<file path="config.mk">
export PLATFORM = sky130hd
export DESIGN_NAME = pe_dbuf_sat
export DESIGN_NICKNAME = d
export VERILOG_FILES = /design/src/rtl/pe_pkg.sv /design/src/rtl/pe_dbuf_sat_wbuf.sv /design/src/rtl/pe_dbuf_sat.sv
export SDC_FILE = /design/constraint.sdc
export NUM_CORES = 1
export LEC_CHECK = 0
export BUFFER_PORTS_ARGS = -buffer_cell sky130_fd_sc_hd__buf_2
export CAP_MARGIN = 20
export CORE_MARGIN = 5
export CORE_UTILIZATION = 53
export CTS_CLUSTER_DIAMETER = 100
export DETAILED_ROUTE_END_ITERATION = 6
export PLACE_DENSITY = 0.76
export SLEW_MARGIN = 20
export SYNTH_ARGS = -nofsm -noshare
export SYNTH_HDL_FRONTEND = slang
export SYNTH_SLANG_ARGS = --single-unit
export TNS_END_PERCENT = 5
</file>
<file path="constraint.sdc">
create_clock -name clk_i -period 10 [get_ports clk_i]
set_input_delay 1 -clock clk_i [delete_from_list [all_inputs] [get_ports clk_i]]
set_output_delay 1 -clock clk_i [all_outputs]
set_load 0.005 [all_outputs]
</file>
<file path="src/rtl/pe_pkg.sv">
// pe_pkg: shared widths and arithmetic helpers for the double-buffered systolic PE.
// Helpers work on a fixed 64-bit operand so any instance width up to 63 bits fits.
package pe_pkg;

    localparam int X_W_D   = 9;
    localparam int W_W_D   = 9;
    localparam int MAC_W_D = 32;
    localparam int OP_W    = 64;
    localparam int IDX_W   = $clog2(OP_W);

    function automatic logic [OP_W-1:0] ext_op(input logic [OP_W-1:0] v, input int w, input logic sgn);
        logic [OP_W-1:0] m;
        m = {OP_W{1'b1}} << w;
        return (sgn && v[IDX_W'(w - 1)]) ? (v | m) : (v & ~m);
    endfunction

    function automatic logic [OP_W-1:0] ext_mul(input logic [OP_W-1:0] x, input logic [OP_W-1:0] w,
                                                input int xw, input int ww, input logic sgn);
        return ext_op(x, xw, sgn) * ext_op(w, ww, sgn);
    endfunction

    // Returns {sat_flag, sum}; the flag is raised only when the clamp changes the value.
    function automatic logic [OP_W:0] sat_add(input logic [OP_W-1:0] a, input logic [OP_W-1:0] b,
                                              input int macw, input logic sgn, input logic sat_en);
        logic signed [OP_W-1:0] s;
        logic signed [OP_W-1:0] hi;
        logic signed [OP_W-1:0] lo;
        s  = signed'(a + b);
        hi = signed'((OP_W'(1) << (sgn ? macw - 1 : macw)) - OP_W'(1));
        lo = sgn ? -signed'(OP_W'(1) << (macw - 1)) : '0;
        if (sat_en && s > hi)
            return {1'b1, hi};
        if (sat_en && s < lo)
            return {1'b1, lo};
        return {1'b0, s};
    endfunction

endpackage

</file>
<file path="src/rtl/pe_dbuf_sat_wbuf.sv">
// pe_wbuf: shadow/active weight pair; a swap promotes the pre-write shadow value.
// The effective weight already reflects a swap issued in the same cycle.
module pe_wbuf
    import pe_pkg::*;
#(
    parameter int W_W = W_W_D
) (
    input  logic           clk_i,
    input  logic           rst_i,
    input  logic [W_W-1:0] w_i,
    input  logic           w_wr_i,
    input  logic           swap_i,
    output logic [W_W-1:0] w_eff_o,
    output logic [W_W-1:0] w_act_o
);

    logic [W_W-1:0] shadow_q;
    logic [W_W-1:0] act_q;

    always_ff @(posedge clk_i or negedge rst_i)
        if (!rst_i) begin
            shadow_q <= '0;
            act_q    <= '0;
        end else begin
            if (w_wr_i)
                shadow_q <= w_i;
            if (swap_i)
                act_q <= shadow_q;
        end

    assign w_eff_o = swap_i ? shadow_q : act_q;
    assign w_act_o = act_q;

endmodule

</file>
<file path="src/rtl/pe_dbuf_sat.sv">
// pe_dbuf_sat: weight-stationary MAC PE with double-buffered weight, swap token, saturation and sticky flags.
// Optional product register (PIPE) adds one cycle to the mac path only; x path is always one cycle.
module pe_dbuf_sat
    import pe_pkg::*;
#(
    parameter int X_W    = X_W_D,
    parameter int W_W    = W_W_D,
    parameter int MAC_W  = MAC_W_D,
    parameter int SAT_EN = 1,
    parameter int PIPE   = 0
) (
    input  logic             clk_i,
    input  logic             rst_i,
    input  logic             sign_i,
    input  logic [X_W-1:0]   x_i,
    input  logic             x_v_i,
    input  logic             x_swap_i,
    input  logic [MAC_W-1:0] mac_i,
    input  logic             mac_v_i,
    input  logic [W_W-1:0]   w_i,
    input  logic             w_wr_i,
    input  logic             clr_i,
    output logic [X_W-1:0]   x_o,
    output logic             x_v_o,
    output logic             x_swap_o,
    output logic [MAC_W-1:0] mac_o,
    output logic             mac_v_o,
    output logic [W_W-1:0]   w_act_o,
    output logic             sat_o,
    output logic             err_o
);

    localparam int P_W = X_W + W_W;

    logic                  swap;
    logic                  beat;
    logic                  err_set;
    logic                  sat_set;
    logic                  sat_c;
    logic                  op_v;
    logic [W_W-1:0]        w_eff;
    logic [P_W-1:0]        prod_c;
    logic [P_W-1:0]        op_p;
    logic [MAC_W-1:0]      op_m;
    logic [MAC_W-1:0]      sum_c;
    logic [OP_W-P_W-1:0]   prod_unused;
    logic [OP_W-MAC_W-1:0] sum_unused;

    assign swap    = x_v_i && x_swap_i;
    assign beat    = x_v_i && mac_v_i;
    assign err_set = mac_v_i && !x_v_i;

    pe_wbuf #(.W_W(W_W)) u_wbuf (
        .clk_i   (clk_i),
        .rst_i   (rst_i),
        .w_i     (w_i),
        .w_wr_i  (w_wr_i),
        .swap_i  (swap),
        .w_eff_o (w_eff),
        .w_act_o (w_act_o)
    );

    assign {prod_unused, prod_c} = ext_mul(OP_W'(x_i), OP_W'(w_eff), X_W, W_W, sign_i);

    generate
        if (PIPE != 0) begin : g_pipe
            logic [P_W-1:0]   p_q;
            logic [MAC_W-1:0] m_q;
            logic             v_q;
            always_ff @(posedge clk_i or negedge rst_i)
                if (!rst_i) begin
                    p_q <= '0;
                    m_q <= '0;
                    v_q <= 1'b0;
                end else begin
                    v_q <= beat;
                    if (beat) begin
                        p_q <= prod_c;
                        m_q <= mac_i;
                    end
                end
            assign op_p = p_q;
            assign op_m = m_q;
            assign op_v = v_q;
        end else begin : g_comb
            assign op_p = prod_c;
            assign op_m = mac_i;
            assign op_v = beat;
        end
    endgenerate

    // Product is re-extended from P_W bits, which always holds the exact product.
    assign {sat_c, sum_unused, sum_c} = sat_add(ext_op(OP_W'(op_p), P_W, sign_i),
                                                ext_op(OP_W'(op_m), MAC_W, sign_i),
                                                MAC_W, sign_i, SAT_EN != 0);
    assign sat_set = op_v && sat_c;

    always_ff @(posedge clk_i or negedge rst_i)
        if (!rst_i) begin
            x_o      <= '0;
            x_v_o    <= 1'b0;
            x_swap_o <= 1'b0;
            mac_o    <= '0;
            mac_v_o  <= 1'b0;
            sat_o    <= 1'b0;
            err_o    <= 1'b0;
        end else begin
            x_v_o    <= x_v_i;
            x_swap_o <= swap;
            if (x_v_i)
                x_o <= x_i;
            mac_v_o <= op_v;
            if (op_v)
                mac_o <= sum_c;
            sat_o <= sat_set || (sat_o && !clr_i);
            err_o <= err_set || (err_o && !clr_i);
        end

endmodule
</file>
# --- Yosys cells after proc, flatten, opt, wreduce, memory -nomap -nowiden ---
# Cells that the tools add are included.
op_classes:
  add_sub_neg: 2
  mul: 1
  magnitude_cmp: 2
  shifts: 1
  n_mux: 14
  n_reduce_logical: 14
ops:
  columns: ["cell", "count"]
  rows:
  - ["two-way mux 64 bit", 5]
  - ["two-way mux 65 bit", 4]
  - ["adder 64 bit", 1]
  - ["> comparator 64 bit", 1]
  - ["< comparator 64 bit", 1]
  - ["multiplier 64 x 64 -> 18 bit", 1]
  - ["left shift 1 x 6 -> 64 bit, first input constant", 1]
  - ["subtractor 64 x 2 -> 64 bit, second input constant", 1]
  - ["logical AND 1 bit", 10]
  - ["two-way mux 9 bit", 1]
  - ["two-way mux 6 bit", 1]
  - ["two-way mux 1 bit", 3]
  - ["zero test 1 bit", 2]
  - ["logical OR 1 bit", 2]
totals:
  regBits: 64
  inputBits: 58
  word_cells: 43

# --- Logic depth before layout (Yosys ltp) ---
depth:
  word_depth: 15
  mapped_depth: 53
  mapped_depth_nobuf: 48

# --- Cells and area by module ---
# A second synthesis with hierarchy kept.
unflattened:
  cells_unflattened: 1091
  hier_area_um2: 9690.5
by_module_without_submodules:
  columns: ["module", "n_inst", "cells_per_inst", "area_per_inst_um2"]
  rows:
  - ["pe_dbuf_sat", 1, 1053, 8947.3]
  - ["pe_wbuf", 1, 38, 743.2]

# --- Worst setup path after synthesis ---
# Ideal clock, no wire load.
synth_path:
  path_kind: "input port to flip-flop"
  start: "in sign_i"
  end: "reg mac_o[31]"
  setup_ps: 95
  arrival_ps: 10573
  required_time_ps: 9905
  path_slack_ps: -668
  stages: 47
  path_cell_list: "clkbuf_1 > clkbuf_1 > clkbuf_1 > nand3_1 > fa_1 > fa_1 > inv_1 > fa_1 > fa_1 > fa_1 > inv_1 > fa_1 > inv_1 > ha_1 > and3_1 > o41a_1 > nand2b_1 > xor2_1 > (+11 left out) > o21ai_1 > xor2_1 > ha_1 > nor2b_1 > o21a_1 > o21a_1 > o21a_1 > o21a_1 > o21a_1 > o21ai_0 > nand2b_1 > a21oi_1 > o31ai_1 > a311o_1 > buf_2 > and2_1 > o21a_1 > o31ai_1"
synth_via:
  elab_chain_cells: 11
  elab_cells_between_ends: 23
  classes_between: "add/sub (2); mul (1); order compare (2); shift (1); mux (13); reduce/logical (4)"
synth_lines:
  columns: ["element", "line", "rtl"]
  rows:
  - ["start: declaration", "pe_dbuf_sat.sv:14", "input logic sign_i,"]
  - ["logical AND 1 bit", "pe_pkg.sv:14", "return (sgn && v[IDX_W'(w - 1)]) ? (v | m) : (v & ~m);"]
  - ["two-way mux 64 bit", "pe_pkg.sv:14", null]
  - ["multiplier 64 x 64 -> 18 bit", "pe_pkg.sv:19", "return ext_op(x, xw, sgn) * ext_op(w, ww, sgn);"]
  - ["logical AND 1 bit", "pe_pkg.sv:14", null]
  - ["two-way mux 64 bit", "pe_pkg.sv:14", null]
  - ["adder 64 bit", "pe_pkg.sv:28", "s = signed'(a + b);"]
  - ["< comparator 64 bit", "pe_pkg.sv:33", "if (sat_en && s < lo)"]
  - ["two-way mux 1 bit (2 in series)", "pe_pkg.sv:33", null]
  - ["two-way mux 65 bit", "pe_pkg.sv:35", "return {1'b0, s};"]
  - ["two-way mux 65 bit *", "pe_pkg.sv:33", null]
  - ["end signal: assignment", "pe_dbuf_sat.sv:114", "mac_o <= sum_c;"]
  - ["end: declaration", "pe_dbuf_sat.sv:26", "output logic [MAC_W-1:0] mac_o,"]
# Mark *: on every way between the ends. The rest lies on a longest branch, timed or not. The select of a mux whose other input is x is not followed.
# A chain may end at the register's enable or synchronous reset.

# --- Worst setup path in the final report ---
layout_path:
  start: "in x_swap_i"
  end: "reg mac_o[28]"
layout_via:
  elab_chain_cells: 13
  elab_cells_between_ends: 16
  classes_between: "add/sub (1); mul (1); order compare (2); mux (9); reduce/logical (3)"
layout_lines:
  columns: ["element", "line", "rtl"]
  rows:
  - ["start: declaration", "pe_dbuf_sat.sv:17", "input logic x_swap_i,"]
  - ["logical AND 1 bit *", "pe_dbuf_sat.sv:49", "assign swap = x_v_i && x_swap_i;"]
  - ["two-way mux 9 bit *", "pe_dbuf_sat_wbuf.sv:31", "assign w_eff_o = swap_i ? shadow_q : act_q;"]
  - ["logical AND 1 bit", "pe_pkg.sv:14", null]
  - ["two-way mux 64 bit *", "pe_pkg.sv:14", null]
  - ["multiplier 64 x 64 -> 18 bit *", "pe_pkg.sv:19", null]
  - ["logical AND 1 bit", "pe_pkg.sv:14", null]
  - ["two-way mux 64 bit *", "pe_pkg.sv:14", null]
  - ["adder 64 bit *", "pe_pkg.sv:28", null]
  - ["< comparator 64 bit", "pe_pkg.sv:33", null]
  - ["two-way mux 1 bit (2 in series)", "pe_pkg.sv:33", null]
  - ["two-way mux 65 bit", "pe_pkg.sv:35", null]
  - ["two-way mux 65 bit *", "pe_pkg.sv:33", null]
# Marked as above.

==> results.sh <==
export IMPL_status="complete, but fails checks"
export IMPL_violations="setup timing"
export IMPL_fmax_ghz=0.09445
export IMPL_nets=1628
export IMPL_synthTopCellsByCount="179 x inv_1, 106 x nand2_1, 105 x ha_1, 97 x fa_1, 72 x a21oi_1"
export IMPL_cpPeakStageDelay_ns=0.56
export IMPL_antenna_found_initial=1
export IMPL_pre_cts_ws_ns=-0.9549
export IMPL_cp_start_kind="input port"
export IMPL_ys_ff_latch=64
export IMPL_grt_pass1_wl_um=41550
export IMPL_timing_final_crit_share_pct=105.9
export IMPL_hold_class="reg2reg"
export IMPL_avgViaCountPerCell=5.465
export IMPL_period_needed_ns=10.59
export IMPL_synth_enable_flop_cells=0
export IMPL_hp_start="mac_o[1]$_DFFE_PN0P_"
export IMPL_cts_path_max_buffers=2
export IMPL_synth_main_ff_cell="dfrtp_1"
export IMPL_hpwl_um=20460
export IMPL_postSynthCellCount=1121
export IMPL_ys_seq_area_share_pct=16.73
export IMPL_rsz0062_at_grt="true"
export IMPL_hold_violations=0
export IMPL_drc=0
export IMPL_critical_path_class="in2reg"
export IMPL_synth_adder_area_share_pct=34.02
export IMPL_end_kind="flip-flop"
export IMPL_nFillCells=1287
export IMPL_synthArstFlopShare_pct=100.0
export IMPL_max_slew_margin_pct=42.73
export IMPL_ys_types=64
export IMPL_area_delta_synth_final_pct=29.32
export IMPL_cts_tree="built"
export IMPL_setup_viol=33
export IMPL_ant_nets=0
export IMPL_clk_pin_slew_ns=0.06
export IMPL_clockRootBuffer="clkbuf_16"
export IMPL_cp_max_fo=8
export IMPL_grt_pass1_vias=8758
export IMPL_finalWirelength_um=26290
export IMPL_wl_per_cell_um=16.40
export IMPL_cts_buffers=9
export IMPL_clock_latency_ns=0.34
export IMPL_die_height_um=144.4
export IMPL_synth_nets=1381
export IMPL_firstDrtPassIters=5
export IMPL_synth_area_sq_um=9570
export IMPL_synth_largest_area_cell="fa_1"
export IMPL_setup_slack_ns=-0.5878
export IMPL_grt_use_total_pct=24.67
export IMPL_ctsHoldBuffers=0
export IMPL_reg2reg_slack_ns=-0.07
export IMPL_max_cap_viol_count=0
export IMPL_synth_xor_area_share_pct=6.014
export IMPL_utilization_pct=69.37
export IMPL_yosys_top_cells_area="fa_1 20%, dfrtp_1 17%, ha_1 14%"
export IMPL_coreArea_sq_um=17840
export IMPL_start_util_pct=53.64
export IMPL_worstPathRequired_ns=10.22
export IMPL_avgSynthCellArea_sq_um=8.537
export IMPL_htree_levels=3
export IMPL_fin_worst_skew_ns=0.004804
export IMPL_clock_sinks=64
export IMPL_report_final_slew_viol_count=0
export IMPL_overflow=0
export IMPL_r2r_start="u_wbuf.shadow_q[8]$_DFFE_PN0P_"
export IMPL_cp_slowest_cell="fa_1"
export IMPL_cp_common_cell="fa_1"
export IMPL_hold_depth=2
export IMPL_die_w_um=144.4
export IMPL_io_buffers=112
export IMPL_die_area_sq_um=20840
export IMPL_reg2reg_depth=39
export IMPL_drt_initial_drc_count=531
export IMPL_grt_start_max_net_pins=65
export IMPL_min_to="mac_o[1]$_DFFE_PN0P_"
export IMPL_synth_top_family_by_area="adder cells"
export IMPL_synth_compound_gate_area_share_pct=12.79
export IMPL_synthMostInstantiatedCell="inv_1"
export IMPL_num_rows=49
export IMPL_vias=8761
export IMPL_r2r_end="mac_o[28]$_DFFE_PN0P_"
export IMPL_synth_mux_area_fraction_pct=3.674
export IMPL_drive_gt1_share_pct=30.08
export IMPL_place_congestion=0.9142
export IMPL_synth_warnings=0
export IMPL_synth_top_area_share_pct=20.29
export IMPL_critPathArrivalTime_ns=10.81
export IMPL_synth_simple_area_share_pct=17.61
export IMPL_worstMarginPinSlew_ns=0.8590
export IMPL_pin_count=113
-- per-stage QoR --
stage	setup TNS [ns]	hold WS [ns]	instance area (sq um)	std cells
after floorplan	-2.441	0.4628	9833	1121
after global placement	-26.22	0.4650	11600	1564
after detailed placement	-29.14	0.4713	11600	1564
after CTS	-9.722	0.4843	12190	1592
after global routing	-28.15	0.5123	12380	1603
final	-16.94	0.4796	12380	1603
-- cell type report --
type | count | area (sq um) | share of cell area [%]
antenna | 1 | 2.502 | 0.02022
clock buffer | 9 | 225.2 | 1.820
clock inverter | 7 | 120.1 | 0.9705
inverter | 180 | 675.6 | 5.459
multi-input combinational | 826 | 7516 | 60.73
sequential | 64 | 1602 | 12.94
tap | 229 | 286.5 | 2.315
timing repair buffer | 287 | 1949 | 15.75
-- sequential cells by signal, indices dropped and copies added (netlist names) --
signal           flops
mac_v_o              1
x_v_o                1
x_o                  9
err_o                1
x_swap_o             1
u_wbuf.shadow_q      9
mac_o               32
sat_o                1
u_wbuf.w_act_o       9
-- cell families (layout without fill, tap and decap cells) --
group           count (synthesis)  count (layout)
mux                            32              32
simple gates                  328             328
xor+xnor                       64              64
fa+ha+maj                     202             202
flops                          64              64
compound gates                200             200
other cells                     0               1
buf+inv                       231             483
-- layer usage --
metal | track usage [%] | part of all wire [%] | vias to the layer above
met5 | 0 | 0 | -
met4 | 7.118 | 2.6 | 0
met3 | 3.671 | 6.0 | 52
met2 | 42.18 | 50 | 272
met1 | 32.60 | 42 | 4271
li1 | - | - | 4166
-- worst max path at each step --
stage	depth (start not counted)	startpoint	slack [ns]	to
after floorplan	42	x_v_i	-0.12	mac_o[28]$_DFFE_PN0P_
after global placement	43	x_v_i	-0.86	mac_o[0]$_DFFE_PN0P_
after detailed placement	43	x_v_i	-0.95	mac_o[14]$_DFFE_PN0P_
after CTS	40	x_v_i	-0.34	mac_o[28]$_DFFE_PN0P_
after global routing	42	x_swap_i	-0.91	mac_o[28]$_DFFE_PN0P_
final	43	x_swap_i	-0.59	mac_o[28]$_DFFE_PN0P_
-- worst max-delay path, delay by kind of cell --
kind | cells | cell delay [ns]
AOI/OAI and AO/OA | 6 | 1.03
xor gates and xnor gates | 2 | 0.53
muxes | 2 | 0.44
adders and majority gates | 9 | 3.83
buffers and inverters | 8 | 0.80
and+or+nand+nor | 16 | 3.16
-- timing repair --
| action | CTS | global route |
|---|---|---|
| setup buffers | 11 | 9 |
| pin swaps | 28 | 34 |
| setup endpoints to repair | 33 | 33 |
| gates cloned | 1 | 1 |
| endpoints found under the hold margin | 0 | 0 |
| resized for setup | 35 | 32 |
-- placed cells by master, fill, tap and decap left out, types with 13 or more instances in the layout --
cell and instances:
nor2b_1 47, o21ai_1 33, mux2_2 20, buf_4 163, nand4_1 14, xor2_1 17
and2_1 35, nand3_1 14, fa_1 93, ha_1 96, o21ai_0 17, nand2_1 103
inv_1 172, buf_2 112, dfrtp_1 64, a21oi_2 25, and3_1 13, xnor2_1 46
a21oi_1 47, nor2_1 38, a21o_1 14
Power is not shown: default switching activity piles up to over one toggle a cycle in this logic, so the estimate is an artifact.
